## src/rtl/mem_access_unit_pkg.sv

```systemverilog
// Shared widths and helpers for the memory access unit.
// Read-credit check used by the request handshake.
package mem_access_unit_pkg;

  localparam int ADDR_W     = 16;
  localparam int DATA_W     = 16;
  localparam int RESP_DEPTH = 2;
  localparam int CNT_W      = $clog2(RESP_DEPTH + 1);

  typedef logic [ADDR_W-1:0] addr_t;
  typedef logic [DATA_W-1:0] data_t;

  // Room for one more read: in-flight plus queued stays below depth.
  function automatic logic credit_ok(
    input logic             inflight,
    input logic [CNT_W-1:0] count
  );
    logic [CNT_W:0] occ;
    occ = {1'b0, count} + {{CNT_W{1'b0}}, inflight};
    return occ < (CNT_W+1)'(RESP_DEPTH);
  endfunction

endpackage

```

## src/rtl/mem_access_unit_resp_fifo.sv

```systemverilog
// Small in-order response FIFO with occupancy count.
// Storage is unreset; pointers and count clear on reset.
module resp_fifo #(
  parameter  int DATA_W     = 16,
  parameter  int RESP_DEPTH = 2,
  localparam int PTR_W      = (RESP_DEPTH > 1) ?
                              $clog2(RESP_DEPTH) : 1,
  localparam int CNT_W      = $clog2(RESP_DEPTH + 1)
) (
  input  logic              clk,
  input  logic              rst_n,
  input  logic              i_push,
  input  logic [DATA_W-1:0] i_wdata,
  input  logic              i_pop,
  output logic [DATA_W-1:0] o_rdata,
  output logic              o_valid,
  output logic [CNT_W-1:0]  o_count
);

  logic [DATA_W-1:0] r_mem [RESP_DEPTH];
  logic [PTR_W-1:0]  r_wr_ptr;
  logic [PTR_W-1:0]  r_rd_ptr;
  logic [CNT_W-1:0]  r_count;
  logic              w_pop;

  function automatic logic [PTR_W-1:0] next_ptr(
    input logic [PTR_W-1:0] p
  );
    return (p == PTR_W'(RESP_DEPTH - 1)) ?
           '0 : p + 1'b1;
  endfunction

  assign w_pop   = i_pop & (r_count != '0);
  assign o_valid = (r_count != '0);
  assign o_rdata = r_mem[r_rd_ptr];
  assign o_count = r_count;

  // Capture pushed data at the write pointer.
  always_ff @(posedge clk) begin
    if (i_push) r_mem[r_wr_ptr] <= i_wdata;
  end

  // Advance pointers and track occupancy.
  always_ff @(posedge clk or negedge rst_n) begin
    if (!rst_n) begin
      r_wr_ptr <= '0;
      r_rd_ptr <= '0;
      r_count  <= '0;
    end else begin
      if (i_push) r_wr_ptr <= next_ptr(r_wr_ptr);
      if (w_pop)  r_rd_ptr <= next_ptr(r_rd_ptr);
      unique case ({i_push, w_pop})
        2'b10:   r_count <= r_count + 1'b1;
        2'b01:   r_count <= r_count - 1'b1;
        default: r_count <= r_count;
      endcase
    end
  end

endmodule

```

## src/rtl/mem_access_unit.sv

```systemverilog
// Client-to-dual-port-memory access unit.
// Writes fire immediately; reads return via a credit-limited FIFO.
module mem_access_unit
  import mem_access_unit_pkg::*;
(
  input  logic              clock,
  input  logic              reset,
  input  logic              io_req_valid,
  output logic              io_req_ready,
  input  logic              io_req_wr,
  input  logic [ADDR_W-1:0] io_req_addr,
  input  logic [DATA_W-1:0] io_req_wdata,
  output logic              io_resp_valid,
  input  logic              io_resp_ready,
  output logic [DATA_W-1:0] io_resp_rdata,
  output logic [ADDR_W-1:0] io_mem_raddr,
  output logic [ADDR_W-1:0] io_mem_waddr,
  output logic [DATA_W-1:0] io_mem_wdata,
  output logic              io_mem_wen,
  input  logic [DATA_W-1:0] io_mem_rdata,
  input  logic              io_mem_R,
  output logic [15:0]       io_rd_cnt,
  output logic [15:0]       io_wr_cnt
);

  logic             r_inflight;
  logic [15:0]      r_rd_cnt;
  logic [15:0]      r_wr_cnt;
  logic [CNT_W-1:0] w_count;
  logic             w_ready;
  logic             w_acc;
  logic             w_wr_acc;
  logic             w_rd_acc;

  // A same-cycle pop is ignored, so credit is conservative.
  assign w_ready  = reset & io_mem_R &
                    (io_req_wr | credit_ok(r_inflight, w_count));
  assign w_acc    = io_req_valid & w_ready;
  assign w_wr_acc = w_acc & io_req_wr;
  assign w_rd_acc = w_acc & ~io_req_wr;

  assign io_req_ready = w_ready;
  assign io_mem_wen   = w_wr_acc;
  assign io_mem_waddr = io_req_addr;
  assign io_mem_wdata = io_req_wdata;
  assign io_mem_raddr = io_req_addr;
  assign io_rd_cnt    = r_rd_cnt;
  assign io_wr_cnt    = r_wr_cnt;

  // Track the outstanding read and count accepted requests.
  always_ff @(posedge clock or negedge reset) begin
    if (!reset) begin
      r_inflight <= 1'b0;
      r_rd_cnt   <= '0;
      r_wr_cnt   <= '0;
    end else begin
      r_inflight <= w_rd_acc;
      if (w_rd_acc) r_rd_cnt <= r_rd_cnt + 1'b1;
      if (w_wr_acc) r_wr_cnt <= r_wr_cnt + 1'b1;
    end
  end

  resp_fifo #(
    .DATA_W     (DATA_W),
    .RESP_DEPTH (RESP_DEPTH)
  ) u_fifo (
    .clk     (clock),
    .rst_n   (reset),
    .i_push  (r_inflight),
    .i_wdata (io_mem_rdata),
    .i_pop   (io_resp_ready),
    .o_rdata (io_resp_rdata),
    .o_valid (io_resp_valid),
    .o_count (w_count)
  );

endmodule
```

## config.mk

```make
export PLATFORM = sky130hd
export DESIGN_NAME = mem_access_unit
export DESIGN_NICKNAME = d
export VERILOG_FILES = /design/src/rtl/mem_access_unit_pkg.sv /design/src/rtl/mem_access_unit_resp_fifo.sv /design/src/rtl/mem_access_unit.sv
export SDC_FILE = /design/constraint.sdc
export NUM_CORES = 1
export LEC_CHECK = 0
export CAP_MARGIN = 15
export CORE_MARGIN = 2
export CORE_UTILIZATION = 36
export CTS_BUF_LIST = sky130_fd_sc_hd__clkbuf_16
export DETAILED_ROUTE_END_ITERATION = 7
export HOLD_SLACK_MARGIN = 0.02
export PLACE_DENSITY = 0.73
export SYNTH_ARGS = -nofsm -noshare
export SYNTH_HDL_FRONTEND = slang
export SYNTH_SLANG_ARGS = --single-unit
```

## constraint.sdc

```tcl
create_clock -name clock -period 3.09 [get_ports clock]
set_input_delay 0.618 -clock clock [delete_from_list [all_inputs] [get_ports clock]]
set_output_delay 0.618 -clock clock [all_outputs]
set_load 0.02 [all_outputs]
```

=== Word-level counts from Yosys, hierarchy flattened ===
Memory sizes are Yosys's and may differ from the RTL's.
Cells that the tools add are included.

* Flip-flop bits (word level): 37
* RAM bits: 32
* Input bits: 54
* Output and inout port bits: 99
* Word-level logic and storage cells: 32
* Memories kept: 1

* Add/subtract/negate cells: 7
* Magnitude comparators: 1
* Eq/ne operators: 2
* Multiplexer cells: 5
* Bitwise operators: 8
* Reduce and logical (&&, ||, !) cells: 2

{| class="wikitable"
|+ Memory list
! name !! depth !! width !! rd ports !! clocked after Yosys merged registers in !! write ports !! line !! text
|-
| u_fifo.r_mem || 2 || 16 || 1 || 0 || 1 || mem_access_unit_resp_fifo.sv:20 || <nowiki>logic [DATA_W-1:0] r_mem [RESP_DEPTH];</nowiki>
|}

{| class="wikitable"
|+ Operator list
! kind !! number
|-
| 16-bit by 1-bit adder with 16-bit output (second input constant) || 2
|-
| 1-bit AND || 6
|-
| 1-bit two-way mux || 4
|-
| 2-bit case mux with 2 select lines || 1
|-
| 2-bit nonzero test || 2
|-
| 2-bit by 1-bit adder with 3-bit output || 1
|-
| 3-bit by 2-bit less-than comparator with 1-bit output (second input constant) || 1
|-
| 1-bit adder (second input constant) || 2
|-
| 2-bit by 1-bit adder with 2-bit output (second input constant) || 1
|-
| 2-bit by 1-bit == test with 1-bit output (second input constant) || 1
|-
| 2-bit == test (second input constant) || 1
|-
| 2-bit by 1-bit subtractor with 2-bit output (second input constant) || 1
|-
| 1-bit inverter || 1
|-
| 1-bit bitwise OR || 1
|}

=== Logic depth before layout (Yosys ltp) ===
Gate-level depths: netlist of run 1.

* Depth after elaboration: 6
* Depth in mapped cells: 6

=== Hierarchy ===
A second synthesis of run 1 with hierarchy kept.

* Cell total of the unflattened synthesis: 238
* Area, all modules: 3194.3 um^2

{| class="wikitable"
|+ Modules (own cells, without submodules)
! module !! instances !! cells each !! area each (um^2) !! seq. area each (um^2)
|-
| mem_access_unit || 1 || 172 || 1839.3 || 825.8
|-
| resp_fifo || 1 || 66 || 1355.0 || 1061.0
|}

=== Least setup slack after synthesis of run 1 ===
Ideal clock, no wire load.

* Path type: register to output
* Start: register u_fifo.r_rd_ptr
* End: output io_resp_rdata[10]
* Arrival: 1.239 ns
* Path slack: 1.233 ns
* Cell stages (with the launch flop): 4
* Path buffers: 2
* Cells stage by stage: dfrtp_1 > clkbuf_1 > buf_2 > mux2_2

* Longest elaborated chain between the ends: 1

{| class="wikitable"
|+ RTL lines
! what !! line !! text
|-
| start: declaration || mem_access_unit_resp_fifo.sv:22 || <nowiki>logic [PTR_W-1:0] r_rd_ptr;</nowiki>
|-
| start signal: assignment || mem_access_unit_resp_fifo.sv:51 || <nowiki>if (w_pop) r_rd_ptr <= next_ptr(r_rd_ptr);</nowiki>
|-
| memory read 2 x 16 bit || -- ||
|-
| end: declaration || mem_access_unit.sv:15 || <nowiki>output logic [DATA_W-1:0] io_resp_rdata,</nowiki>
|}

No other way between the ends.

=== Worst setup path in the final report of run 1 ===
* Start: input io_req_wr
* End: output io_mem_wen

* Longest elaborated chain between the ends: 4

{| class="wikitable"
|+ RTL lines
! what !! line !! text
|-
| start: declaration || mem_access_unit.sv:10 || <nowiki>input logic io_req_wr,</nowiki>
|-
| 1-bit bitwise OR || mem_access_unit.sv:37 || <nowiki>(io_req_wr | credit_ok(r_inflight, w_count));</nowiki>
|-
| 1-bit AND || mem_access_unit.sv:36 || <nowiki>assign w_ready = reset & io_mem_R &</nowiki>
|-
| 1-bit AND || mem_access_unit.sv:38 || <nowiki>assign w_acc = io_req_valid & w_ready;</nowiki>
|-
| 1-bit AND * || mem_access_unit.sv:39 || <nowiki>assign w_wr_acc = w_acc & io_req_wr;</nowiki>
|-
| end: declaration || mem_access_unit.sv:19 || <nowiki>output logic io_mem_wen,</nowiki>
|}

Mark *: on every way between the ends. The rest lies on a longest branch, timed or not.

==> results.md, run 1 <==
- Status: complete, no violations
- Main area contributors after synthesis: edfxtp_1 30%, dfrtp_1 29%, buf_4 11%, mux2_2 6.0%, xnor2_1 5.5%
- Gate power share: 0.253
- Setup CP Type: input pin to output pin
- Post-route antenna net violation count: 0
- Metal2 WL: 2.821 mm
- Sink Count: 69
- Final Hold Viols: 0
- Gates resized, CTS repair: 0
- Cell Pwr Density: 704.1 nW/µm²
- Yosys warning total: 0
- Final setup TNS: 0 ps
- DRT Wirelength: 5.973 mm
- Worst slack, placed: 383.4 ps
- Synth Register Bits: 69
- Worst R2R Path Depth: 4
- Worst reg2reg setup slack: 1370 ps
- Leakage: 1.570 nW
- RSZ-0062 raised after global routing: no
- Fin. max-slew vios: 0
- Worst-Skew Late Latency: 320 ps
- Post-Syn Instances: 242
- M1 WL: 2.588 mm
- FMAX: 369.0 MHz
- Wire length on met3: 418 µm
- Net Sw Frac: 0.2946
- Uppermost layer routed: met4
- Finished Layout Cells: 390
- DIE WIDTH: 97.87 µm
- Inserted Diodes: 0
- EDFF count, synth: 32
- RePlAce Congestion: 0.7501
- CTS Buf Count: 9
- Largest net degree at the start of global routing: 38
- Share of cells above drive strength 1: 0.1489
- # DRC: 0
- Pwr Total: 2.780 mW
- Synthesized net count: 299
- Reg-to-Reg Start: u_fifo.o_count[0]
- Yosys cell types: 27
- Nature of the critical path startpoint: input pin
- CTS HTree Levels: 3
- Post-DP HPWL: 4.231 mm
- Post-synth ARST share: 0.5362
- Setup bufs post-CTS: 0
- Initial Util: 0.3673
- DR vias: 1825
- Crit Path Max Fanout: 6
- Total Die Area: 9578 µm²
- Die Ht: 97.87 µm
- Most common flop cell mapped by yosys: dfrtp_1
- Critical Path End Type: output pin
- Share of the synthesized area in the top cell type: 0.3030
- Int Power: 1.961 mW
- Sequential share of power: 0.411
- Clock Power Share: 0.336
- Buffers added on ports: 72
- Ratio of routed vias to standard cells: 4.679
- 1st-pass router iterations: 3
- CTS Hold Bufs: 0
- Synth Cell Area: 3172 µm²
- # setup viols final: 0
- Setup Skew: 4.880 ps
- Root buffer cell: clkbuf_16
- Hold Crit Class: input pin to async pin
- Final period utilization: 0.8770
- Core Area: 8636 µm²
- WP data required: 2470 ps
- Max-Cap Viols: 0
- Placed Cells: 374
- Psw: 819.2 µW
- Reg2Reg Capture Point: io_rd_cnt[15]
- Total Nets Final: 334
- Grt total ovfl: 0
- Area grow syn2layout: 24.50%
- Initial DRC count: 35
- First-pass GRT wire length: 9.880 mm
- Max clock buf depth: 2
- Cell with the most instances after synthesis: buf_4
- Slew headroom: 0.5189
- Worst-Margin Slew: 721.7 ps
- Syn Area/Cell: 13.11 µm²
- Worst vdd ir: 0.2686 mV
- Antenna violations before repair: 0
- Number of global-route vias before repair: 1983
- Area leader, netlist: edfxtp_1
- Final hold slack: 436.0 ps
- CTS tree: built
- IO Pins: 153
- Total GRT Usage: 0.1322
- Drt wl/cell: 15.32 µm
- WP data arrival: 2090 ps
- Minimum clock period: 2710 ps
- Synth top cells by count: 48 x buf_4, 37 x dfrtp_1, 32 x edfxtp_1
- # rows: 34
- Sequential-to-total area share from yosys stat: 0.5949
- Clock transition at path regs: 60 ps
- PnR worst setup slack: 379.9 ps
==> worst max-delay path by stage <==
stage                    startpoint                 to  slack (ps)  cells past startpoint
floorplan           u_fifo.r_rd_ptr  io_resp_rdata[10]        1230                      3
global placement          io_req_wr         io_mem_wen         410                      4
detailed placement        io_req_wr         io_mem_wen         380                      4
CTS                       io_req_wr         io_mem_wen         370                      4
global route              io_req_wr         io_mem_wen         330                      4
finish                    io_req_wr         io_mem_wen         380                      4
==> placed cells by master, fill, tap and decap left out, drive strengths merged <==
| cell type | count |
|---|---|
| nor2 | 10 |
| or4 | 1 |
| and2 | 3 |
| nand4 | 10 |
| xnor2 | 20 |
| nand3 | 7 |
| nor4 | 2 |
| edfxtp | 32 |
| xor2 | 15 |
| nor3 | 4 |
| nor3b | 1 |
| and4b | 1 |
| inv | 8 |
| a21oi | 1 |
| clkinvlp | 2 |
| and4 | 3 |
| nand2 | 13 |
| or2 | 1 |
| clkinv | 4 |
| clkbuf | 9 |
| mux2 | 17 |
| ha | 3 |
| clkdlybuf4s50 | 71 |
| and3 | 2 |
| dfrtp | 37 |
| buf | 4 |
| o211a | 1 |
==> critical path: stages <==
cell and delay, ps:
clkdlybuf4s50_1 550, nand4_4 160, inv_1 140, clkdlybuf4s50_1 620
==> final cells by class <==
| class | count | area [µm²] |
|---|---|---|
| Sequential cell | 69 | 1887 |
| Inverter | 7 | 26.28 |
| Multi-Input combinational cell | 115 | 885.9 |
| Clock buffer | 9 | 225.2 |
| Fill cell | 797 | 4687 |
| Clock inverter | 7 | 51.30 |
| Tap cell | 108 | 135.1 |
| Timing Repair Buffer | 75 | 738.2 |
==> flip-flops by register name, summed over array words and instances, names as in the netlist <==
register,count
u_fifo.r_mem,32
io_rd_cnt,16
io_wr_cnt,16
u_fifo.r_wr_ptr,1
u_fifo.r_rd_ptr,1
r_inflight,1
u_fifo.o_count,2
==> power by group through the flow <==
| stage | clock network, mW | logic, mW | registers (mW) |
|---|---|---|---|
| finish | 0.933 | 0.704 | 1.14 |
| global route | 0.996 | 0.764 | 1.16 |
| CTS | 0.958 | 0.719 | 1.14 |
| detailed placement | 0 | 0.714 | 1.16 |
| global placement | 0 | 0.707 | 1.15 |
| floorplan | 0 | 0.444 | 1.19 |
==> metrics by stage <==
stage / area [µm²] / util
4_1_cts: 3949 / 0.4573
3_3_place_gp: 3672 / 0.4252
2_1_floorplan: 3172 / -
3_5_place_dp: 3672 / 0.4252
5_1_grt: 3949 / 0.4573
6_report: 3949 / 0.4573
==> routing by layer <==
layer | vias up | global-route usage
li1 | 855 | -
met1 | 889 | 0.1596
met2 | 69 | 0.2065
met3 | 12 | 0.04796
met4 | 0 | 0.07158
met5 | - | 0
==> cell families (layout without fill, tap and decap cells) <==
logic type,Yosys count,count (layout),share of synthesized area
DFF,69,69,0.5949
and+or+nand+nor,58,58,0.1057
buffers and inverters,58,98,0.1258
xor gates and xnor gates,35,35,0.09665
muxes,17,17,0.06035
adders and majority gates,3,3,0.01184
AOI/OAI and AO/OA,2,2,0.004732
Power figures use the tool's default switching activity.
==> run 2: changes to the inputs <==
Settings changed: CORE_ASPECT_RATIO from default to 1.4, GPL_ROUTABILITY_DRIVEN from default to 1.
==> run 2 against run 1 <==
Compared with the run above:
- combinational power shrank 5.4%
- final area decreased by 0.76%
- global-route usage fell by 0.91 points
- clock skew hardly changed
- core utilization up 0.064 points
- cell count shrank 1.0%
- setup slack lost 2.0 ps
==> results.md, run 2 (same netlist as run 1, synthesis figures left out) <==
- Status: complete, no violations
- Net Sw Frac: 0.2790
- Worst slack, placed: 395.5 ps
- # rows: 40
- Drt wl/cell: 14.15 µm
- Initial Util: 0.3706
- CTS tree: built
- CP top delay family: buffers and inverters
- Number of global-route vias before repair: 1928
- Most flops, register: u_fifo.r_mem
- Gates resized, CTS repair: 0
- First-pass GRT wire length: 9.121 mm
- Max clock buf depth: 2
- Buffers added on ports: 72
- Die Ht: 115.1 µm
- Fin. max-slew vios: 0
- Minimum clock period: 2712 ps
- Clock Power Share: 0.317
- Setup Skew: 5.136 ps
- FMAX: 368.7 MHz
- Worst path buffer plus inverter count: 3
- Final setup TNS: 0 ps
- RSZ-0062 raised after global routing: no
- Crit Path Max Fanout: 6
- Post-route antenna net violation count: 0
- Final Hold Viols: 0
- WP data required: 2470 ps
- Most frequent cells in the layout: 71 x clkdlybuf4s50_1, 37 x dfrtp_1, 32 x edfxtp_1, 20 x xnor2_1, 17 x mux2_2
- Hold Crit Class: input pin to async pin
- Fillers: 787
- CTS HTree Levels: 3
- Max reg flops: 32
- CP max-delay cell: clkdlybuf4s50_1
- IO Pins: 153
- # DRC: 0
- Nature of the critical path startpoint: input pin
- Worst-Margin Slew: 791.9 ps
- Core Area: 8558 µm²
- Leakage: 1.578 nW
- Crit-path cells: clkdlybuf4s50_1 -> nand4_4 -> inv_1 -> clkdlybuf4s50_1
- Worst vdd ir: 0.4041 mV
- Setup CP Type: input pin to output pin
- Int Power: 1.939 mW
- Largest net degree at the start of global routing: 39
- DRT Wirelength: 5.461 mm
- Root buffer cell: clkbuf_16
- Max-Cap Viols: 0
- Most common cell after layout, fill and taps aside: clkdlybuf4s50_1
- Psw: 750.6 µW
- Final period utilization: 0.8777
- RePlAce Congestion: 0.7157
- Share of cells above drive strength 1: 0.1352
- Inserted Diodes: 0
- Total GRT Usage: 0.1231
- Total Nets Final: 334
- DR vias: 1803
- Sequential share of power: 0.435
- Grt total ovfl: 0
- Final hold slack: 421.3 ps
- # setup viols final: 0
- Post-DP HPWL: 3.835 mm
- Critical path's most frequent cell: clkdlybuf4s50_1
- Slew headroom: 0.4721
- Clock transition at path regs: 50 ps
- Ratio of routed vias to standard cells: 4.671
- Initial DRC count: 60
- PnR worst setup slack: 377.9 ps
- Total Die Area: 9588 µm²
- Pwr Total: 2.690 mW
- Antenna violations before repair: 0
- CTS Hold Bufs: 0
- Cell Pwr Density: 686.5 nW/µm²
- Area grow syn2layout: 23.55%
- DIE WIDTH: 83.33 µm
- Util after Layout: 0.4579
- WP data arrival: 2090 ps
- Setup bufs post-CTS: 0
- Worst-Skew Late Latency: 320 ps
- Sink Count: 69
- Critical Path End Type: output pin
- CTS Buf Count: 9
- CP max stage delay: 620 ps
- 1st-pass router iterations: 4
- Gate power share: 0.248
[run 2: changes by cell type in the layout (fill, tap and decap cells not counted)]
cell	previous run	this run
clkinv_4	2	0
clkinvlp_4	2	0
inv_1	7	10
inv_2	0	1
inv_6	1	0
[run 2: area by class of cell]
| cell class | instances | area (µm²) | area share |
|---|---|---|---|
| inverters | 7 | 26.28 | 0.006705 |
| multi-input cells | 115 | 885.9 | 0.2261 |
| flip-flops and latches | 69 | 1887 | 0.4815 |
| clock buffers | 9 | 225.2 | 0.05747 |
| well taps | 105 | 131.4 | 0.03352 |
| clock inverters | 6 | 25.02 | 0.006386 |
| repair buffers | 75 | 738.2 | 0.1884 |
[run 2: final timing paths]
path | slack [ps] | from | endpoint | cells after the start
hold reg to reg | 480 | io_rd_cnt[15] | io_rd_cnt[15] | 1
setup / recovery | 380 | io_req_wr | io_mem_wen | 4
min in group clock | 480 | io_rd_cnt[15] | io_rd_cnt[15] | 1
max in group asynchronous | 2340 | reset | u_fifo.r_wr_ptr | 2
hold / removal | 420 | reset | io_wr_cnt[6] | 2
setup reg to reg | 1300 | u_fifo.o_count[0] | io_rd_cnt[15] | 4
[run 2: power groups by stage]
stage | registers [mW] | logic, mW | clock network, mW
global placement | 1.19 | 0.665 | 0
detailed placement | 1.19 | 0.674 | 0
finish | 1.17 | 0.666 | 0.852
floorplan | 1.19 | 0.444 | 0
CTS | 1.18 | 0.678 | 0.887
global route | 1.19 | 0.719 | 0.932
[run 2: metrics by stage]
step	instances	cell area, µm²
final	386	3919
after global routing	386	3919
after CTS	386	3919
after detailed placement	371	3669
after global placement	371	3669
after floorplan	242	3172
[run 2: worst register-to-register path: cells and delay by family, from the launching register on]
family	cells	cell delay, ps
and+or+nand+nor	2	740
AOI/OAI and AO/OA	1	380
xor gates and xnor gates	1	170
DFF	1	420
[run 2: per-layer routing]
metal / track usage / vias up / wire length [µm]
met1: 0.1308 / 860 / 2159
met4: 0.05464 / 0 / 71
met2: 0.1989 / 86 / 2666
met3: 0.07251 / 7 / 563
met5: 0 / - / 0
li1: - / 850 / -
